==> src/rtl/rf_wport_arbiter.sv <==
// Two-pipe writeback arbiter for the single register-file write port.
// Round-robin on distinct-address contention, younger-wins on same-address
// collisions, register-0 writes discarded, one registered write per cycle.
module rf_wport_arbiter #(
  parameter int unsigned DW = 32,
  parameter int unsigned AW = 5,
  parameter int unsigned CW = 16
) (
  input  logic          clk,
  input  logic          arst,
  input  logic          stall,
  input  logic          req0_valid,
  input  logic [AW-1:0] req0_addr,
  input  logic [DW-1:0] req0_data,
  output logic          req0_ready,
  input  logic          req1_valid,
  input  logic [AW-1:0] req1_addr,
  input  logic [DW-1:0] req1_data,
  output logic          req1_ready,
  output logic          wr_en,
  output logic [AW-1:0] wr_addr,
  output logic [DW-1:0] wr_data,
  output logic          rr_ptr,
  output logic [CW-1:0] drop_cnt
);

  localparam logic [CW-1:0] DROP_MAX = '1;

  logic          live0;
  logic          live1;
  logic          same_addr;
  logic          wr_go;
  logic [AW-1:0] wr_addr_nxt;
  logic [DW-1:0] wr_data_nxt;
  logic          rr_flip;
  logic          drop_inc;

  assign live0     = req0_valid && (req0_addr != '0);
  assign live1     = req1_valid && (req1_addr != '0);
  assign same_addr = (req0_addr == req1_addr);

  // Accept/grant decision; ready never looks at the output register.
  always_comb begin
    req0_ready  = 1'b0;
    req1_ready  = 1'b0;
    wr_go       = 1'b0;
    wr_addr_nxt = '0;
    wr_data_nxt = '0;
    rr_flip     = 1'b0;
    drop_inc    = 1'b0;
    if (!arst && !stall) begin
      // register-0 requests are swallowed without using the port
      req0_ready = req0_valid && !live0;
      req1_ready = req1_valid && !live1;
      if (live0 && live1 && same_addr) begin
        req0_ready  = 1'b1;
        req1_ready  = 1'b1;
        wr_go       = 1'b1;
        wr_addr_nxt = req1_addr;
        wr_data_nxt = req1_data;
        drop_inc    = 1'b1;
      end else if (live0 && live1) begin
        wr_go   = 1'b1;
        rr_flip = 1'b1;
        if (rr_ptr) begin
          req1_ready  = 1'b1;
          wr_addr_nxt = req1_addr;
          wr_data_nxt = req1_data;
        end else begin
          req0_ready  = 1'b1;
          wr_addr_nxt = req0_addr;
          wr_data_nxt = req0_data;
        end
      end else if (live0) begin
        req0_ready  = 1'b1;
        wr_go       = 1'b1;
        wr_addr_nxt = req0_addr;
        wr_data_nxt = req0_data;
      end else if (live1) begin
        req1_ready  = 1'b1;
        wr_go       = 1'b1;
        wr_addr_nxt = req1_addr;
        wr_data_nxt = req1_data;
      end
    end
  end

  // Output write register, round-robin pointer and saturating drop counter.
  always_ff @(posedge clk) begin
    if (arst) begin
      wr_en    <= 1'b0;
      wr_addr  <= '0;
      wr_data  <= '0;
      rr_ptr   <= 1'b0;
      drop_cnt <= '0;
    end else begin
      wr_en <= wr_go;
      if (wr_go) begin
        wr_addr <= wr_addr_nxt;
        wr_data <= wr_data_nxt;
      end
      if (rr_flip) begin
        rr_ptr <= ~rr_ptr;
      end
      if (drop_inc && (drop_cnt != DROP_MAX)) begin
        drop_cnt <= drop_cnt + CW'(1);
      end
    end
  end

endmodule

==> config.mk <==
export PLATFORM = sky130hd
export DESIGN_NAME = rf_wport_arbiter
export DESIGN_NICKNAME = d
export VERILOG_FILES = /design/src/rtl/rf_wport_arbiter.sv
export SDC_FILE = /design/constraint.sdc
export NUM_CORES = 1
export LEC_CHECK = 0
export BUFFER_PORTS_ARGS = -buffer_cell sky130_fd_sc_hd__buf_2
export CAP_MARGIN = 20
export CORE_ASPECT_RATIO = 0.9
export CORE_MARGIN = 2
export CORE_UTILIZATION = 42
export CTS_BUF_LIST = sky130_fd_sc_hd__clkbuf_16
export CTS_CLUSTER_SIZE = 25
export DETAILED_ROUTE_END_ITERATION = 7
export GPL_TIMING_DRIVEN = 0
export PLACE_DENSITY = 0.74
export SETUP_SLACK_MARGIN = 0.3
export SLEW_MARGIN = 20
export SYNTH_ARGS = -nofsm -noshare
export SYNTH_HDL_FRONTEND = slang
export SYNTH_SLANG_ARGS = --single-unit
==> constraint.sdc <==
create_clock -name clk -period 1.85 [get_ports clk]
set_input_delay 0.2775 -clock clk [delete_from_list [all_inputs] [get_ports clk]]
set_output_delay 0.2775 -clock clk [all_outputs]
set_load 0.03 [all_outputs]
==> results of run 1 <==
cell usage in the layout (no fill, tap or decap), types with 3 or more instances in the layout:
master / instances
a21oi_2: 7
a22oi_2: 29
buf_12: 8
buf_2: 128
buf_4: 24
buf_6: 24
buf_8: 8
clkbuf_1: 6
clkbuf_16: 9
dfxtp_1: 42
dfxtp_2: 11
nand2_1: 35
nand2_2: 3
nand2_4: 4
nand3_2: 5
nand3_4: 3
nand4_1: 6
nor2_1: 19
nor2_4: 4
o21ai_0: 5
o21ai_1: 33
o21ai_4: 3
or4_4: 3
xor2_1: 12
stage by stage:
stage	util	power, mW	TNS [ns]	setup slack, ns	hold WS (ns)
6_report	0.756	3.24	-0.0820	-0.0426	0.234
5_1_grt	0.756	3.36	-0.596	-0.0570	0.241
4_1_cts	0.696	3.13	-0.00134	-0.00134	0.238
3_5_place_dp	0.564	1.99	-14.22	-0.350	0.437
3_3_place_gp	0.564	1.98	-12.62	-0.303	0.431
2_1_floorplan	-	1.75	-0.0776	-0.0498	0.441
how the worst min path moves through the flow:
stage | endpoint | slack (ns)
after CTS | wr_data[30] | 0.24
after detailed placement | wr_data[23] | 0.44
final | wr_data[30] | 0.23
after global placement | wr_data[11] | 0.43
after floorplan | wr_data[10] | 0.44
after global routing | wr_data[18] | 0.24
cell families after synthesis:
kind of cell	Yosys count	share of synthesized area
flops	55	0.394
xor+xnor	17	0.0532
mux	2	0.00894
fa+ha+maj	1	0.00447
simple gates	106	0.188
compound gates	100	0.292
buf+inv	21	0.0595
layout make-up:
type	instances	area [µm²]
Multi-Input combinational cell	226	1940
Inverter	2	7.51
Clock inverter	3	28.8
Buffer	19	236
Timing Repair Buffer	187	1350
Sequential cell	55	1120
Fill cell	464	1590
Clock buffer	5	125
Tap cell	90	113
sequential cells by signal, indices dropped and copies added, names as in the netlist:
name	cells
wr_data	32
rr_ptr	1
drop_cnt	16
wr_addr	5
wr_en	1
layer usage:
metal  vias to the layer above  GRT usage  part of all wire  wire length (µm)
met4                         0     0.0754             0.025               260
met3                        28     0.0523             0.052               534
met5                         -          0                 0                 0
met1                      1535      0.279              0.39              4030
li1                       1498          -                 -                 -
met2                       125      0.459              0.53              5470
critical path, stage by stage:
cell	delay [ns]
buf_8	0.10
or4_4	0.57
o21a_4	0.23
o211ai_4	0.10
o211a_4	0.19
buf_6	0.13
where the power goes:
group	switching, mW	total (mW)	internal (mW)
clock network	0.463	0.980	0.517
registers	0.0362	1.28	1.25
logic	0.515	0.979	0.464
total	1.01	3.24	2.23
repair_timing:
action                                 4_1_cts  5_1_grt
buffers inserted                            32       12
endpoints found under the hold margin        0        0
resized for setup                           78       42
setup endpoints to repair                   55       56
cloned                                       5        4
pin swaps                                   36       29
==> impl_metrics.csv, run 1 <==
group,metric,value,unit
clocking,clockBufferDepth,2,
placement,dp.cells,526,
clocking,clock_latency,0.30,ns
clocking,cts_buffers,5,
synthesis,yosysTopAreaCell,"dfxtp_1",
synthesis,synthArstFlopShare,0,
die,fp.dieArea,0.00733,mm²
route,wl_per_cell,17.5,µm
sta,finalClockSkew,0.00665,ns
synthesis,synth.avg_cell_area,9.26,µm²
setup_path,reg2reg_to,"drop_cnt[13]",
clocking,cts_tree,"yes",
synthesis,synth_cell_types,53,
finish,area_delta_synth_final,76.1,%
worst_hold_path,hold_path_class,"primary input to flop",
setup_path,endpoint_kind,"output pin",
clocking,path_clk_slew,0.08,ns
route,firstDrtPassIters,4,
synthesis,synthCells,302,
finish,layout.cells.non_filler,587,
route,drt_iter0_markers,153,
placement,hpwlAfterDp,5960,µm
sta,setup_violations,4,
finish,nets,576,
finish,drive_gt1_frac,0.634,
route,drc,0,
grt,grt_max_degree,20,
setup_path,critical_path_class,"primary input to output pin",
pwr,power_density,658,mW/mm²
setup_path,crit_start,"req0_addr[1]",
die,io_pins,136,
synthesis,synth_seq_cells,55,
synthesis,ys.warnings.count,0,
clocking,hold_buffers,0,
route,antenna_left,0,
sta,final-max-slew-violation-count,0,
pwr,p_leak,2.15,nW
synthesis,synth.area.top_cells,"dfxtp_1 39%, a22oi_2 10%, nand2_1 5.6%",
synthesis,synth.top_cell.area_share,0.394,
grt,grt_usage,0.243,
setup_path,reg2reg_depth,6,
grt,grt_pass1_vias,2927,
sta,setup_ws,-0.0426,ns
setup_path,reg2reg_from,"drop_cnt[7]",
worst_hold_path,hold_start,"req0_data[30]",
sta,fin_crit,1.89,ns
clocking,cts_root_buf,"clkbuf_16",
finish,fin_area,0.00493,mm²
pwr,ir_worst_vdd,0.446,mV
outcome,violations,"negative setup slack",
clocking,h-tree-depth,2,
sta,hold_viol,0,
synthesis,yosys-top-cells-count,"55 x dfxtp_1, 42 x nand2_1, 31 x o21ai_1",
setup_path,arrival,1.62,ns
synthesis,syn_nets,382,
setup_path,required,1.57,ns
synthesis,synthFlopType,"dfxtp_1",
finish,antenna_cells,0,
placement,place_congestion,0.845,
synthesis,netlist_area,0.00280,mm²
placement,port_buffers,134,
route,via_count,3186,
die,rows,28,
setup_path,critPathCapture,"req1_ready",
synthesis,synth_edf_count,0,
worst_hold_path,holdPathStages,3,
sta,tightest_slew,0.586,ns
setup_path,ff2ff_setup_slack,0.04,ns
clocking,clock_sinks,55,
grt,globalRouteOverflowTotal,0,
placement,placed_cell_area,0.00368,mm²
route,vias_per_cell,5.43,
sta,max_slew_margin,0.609,
outcome,status,"complete, but fails checks",
grt,antenna_found_initial,0,
die,die_x,90.0,µm
grt,grt_pass1_wl,14400,µm
sta,rsz0062_at_grt,"yes",
sta,post-route-period-util,1.02,
die,placeableCoreArea,0.00652,mm²
setup_path,crit_path_start_kind,"primary input",
synthesis,synth.most_common_cell,"dfxtp_1",
synthesis,yosysSeqAreaShare,0.394,
die,start_util,0.429,
route,routed_wl,10300,µm
sta,fmax,0.528,GHz
flow_run,max-cap-violations,0,
die,die_h,81.4,µm
setup_path,critPathMaxFanout,3,
Power figures use the tool's default switching activity.
==> run 2: changes to the inputs <==
Settings changed: REMOVE_ABC_BUFFERS set to 1.
==> impl_metrics.csv, run 2 (synthesis results as in run 1) <==
group,metric,value,unit
pwr,seqPwrFrac,0.407,
setup_path,critical_path_class,"primary input to output pin",
finish,layout_commonest_cell,"buf_2",
finish,reg.largest.list,"wr_data x32, drop_cnt x16, wr_addr x5",
grt,globalRouteOverflowTotal,0,
sta,setup_ws,-0.0690,ns
sta,finalClockSkew,0.00520,ns
clocking,cts_tree,"yes",
placement,pre_cts_slack,-0.876,ns
finish,area_delta_synth_final,69.5,%
pwr,switching_share,0.317,
placement,placed_cell_area,0.00343,mm²
die,start_util,0.429,
pwr,power_density,672,mW/mm²
worst_hold_path,hold_path_class,"primary input to flop",
sta,rsz0062_at_grt,"yes",
pwr,combPwrFrac,0.298,
setup_path,arrival,1.64,ns
clocking,clock_latency,0.29,ns
route,routed_wl,10000,µm
die,rows,28,
route,drc,0,
sta,tns,-0.342,ns
grt,antenna_found_initial,0,
sta,max_slew_margin,0.643,
route,wl_per_cell,17.5,µm
placement,port_buffers,135,
finish,nFillCells,476,
grt,grt_pass1_vias,2781,
placement,hpwlAfterDp,5370,µm
die,die_x,90.0,µm
route,via_count,3124,
route,antenna_left,0,
pwr,p_leak,2.12,nW
sta,tightest_slew,0.533,ns
flow_run,max-cap-violations,0,
setup_path,cp_cell_sequence,"buf_8 > or4_4 > o21ai_4 > buf_4 > nor3_2 > a21oi_1 > buf_4",
finish,final_cell_mix,"127 x buf_2, 46 x dfxtp_1, 30 x a22oi_2",
die,die_h,81.4,µm
die,fp.dieArea,0.00733,mm²
finish,max_flop_register,"wr_data",
die,io_pins,136,
setup_path,endpoint_kind,"output pin",
sta,post-route-period-util,1.04,
grt,grt_pass1_wl,14000,µm
die,placeableCoreArea,0.00652,mm²
outcome,status,"complete, but fails checks",
clocking,cts_buffers,5,
pwr,internal-power,2.18,mW
sta,fmax,0.521,GHz
sta,setup_violations,13,
setup_path,cp_num_buf_inv,3,
placement,dp.cells,508,
sta,whs,0.250,ns
grt,grt_usage,0.240,
sta,fin_crit,1.92,ns
sta,final-max-slew-violation-count,0,
setup_path,crit_path_start_kind,"primary input",
finish,largest_register_ffs,32,
grt,grt_max_degree,25,
setup_path,cp_top_family,"simple AND/OR/NAND/NOR gates",
finish,antenna_cells,0,
clocking,h-tree-depth,2,
setup_path,required,1.57,ns
clocking,clockBufferDepth,2,
sta,hold_viol,0,
pwr,power,3.19,mW
setup_path,critPathMaxStageDelay,0.56,ns
setup_path,slowest_stage,"or4_4",
clocking,path_clk_slew,0.07,ns
finish,layout.cells.non_filler,572,
route,drt_iter0_markers,109,
pwr,power_switching,1.01,mW
pwr,ir_worst_vdd,0.460,mV
placement,place_congestion,0.953,
clocking,cts_root_buf,"clkbuf_16",
finish,fin_area,0.00474,mm²
clocking,clock_sinks,55,
pwr,clock_power_share,0.294,
finish,fin_util,0.728,
route,firstDrtPassIters,4,
setup_path,crit_path_frequent_cell,"buf_4",
route,vias_per_cell,5.46,
finish,drive_gt1_frac,0.687,
finish,nets,561,
outcome,violations,"negative setup slack",
setup_path,critPathMaxFanout,4,
-- run 2: cell count changes in the layout (fill, tap and decap cells not counted), moves of 4 or more --
cell	delta
clkbuf_1	-6
nand2_1	-28
buf_8	-4
nand2_4	+6
nand3_1	+6
a21oi_2	-4
dfxtp_1	+4
nand2_2	+22
a21oi_1	+4
o21ai_1	-15
o21ai_2	+15
-- run 2: cell type report --
cell class                      count  area [µm²]  area share
Clock buffer                        5         125      0.0264
Clock inverter                      3        23.8     0.00501
Inverter                            2        7.51     0.00158
Multi-Input combinational cell    230        2020       0.427
Sequential cell                    55        1110       0.235
Tap cell                           90         113      0.0237
Timing Repair Buffer              187        1340       0.281
-- run 2: worst register-to-register path, cell delays in order, from the launching register on --
cell and delay, ns:
dfxtp_4 0.37, and3_4 0.19, and3_4 0.25, nand4_1 0.16, buf_4 0.19, or3_1 0.31
a21oi_1 0.19
-- run 2: repair_timing --
item                       CTS  global route
setup buffers               37            11
setup endpoints to repair   55            57
gates cloned                 6             2
hold buffers                 0             0
pin swaps                   49            29
gates resized for setup     80            83
-- run 2: power groups by stage --
stage	Clock (mW)	Combinational (mW)	Sequential (mW)
2_1_floorplan	0	0.245	1.44
3_3_place_gp	0	0.606	1.30
3_5_place_dp	0	0.619	1.31
4_1_cts	0.963	0.839	1.28
5_1_grt	1.01	0.999	1.31
6_report	0.938	0.950	1.30
-- run 2: layer usage --
layer  track usage  up-vias  wire (µm)
met5             0        -          0
li1              -     1474          -
met4        0.0615        0        165
met1         0.282     1495       4050
met2         0.454      138       5150
met3        0.0495       17        640
-- run 2: worst paths after layout --
kind | cells after the start | endpoint | slack, ns | startpoint
min | 3 | wr_data[24] | 0.25 | req0_data[24]
max reg2reg | 6 | drop_cnt[15] | 0.12 | drop_cnt[3]
max | 7 | req0_ready | -0.07 | req1_addr[3]
min reg2reg | 2 | wr_data[22] | 0.46 | wr_data[22]
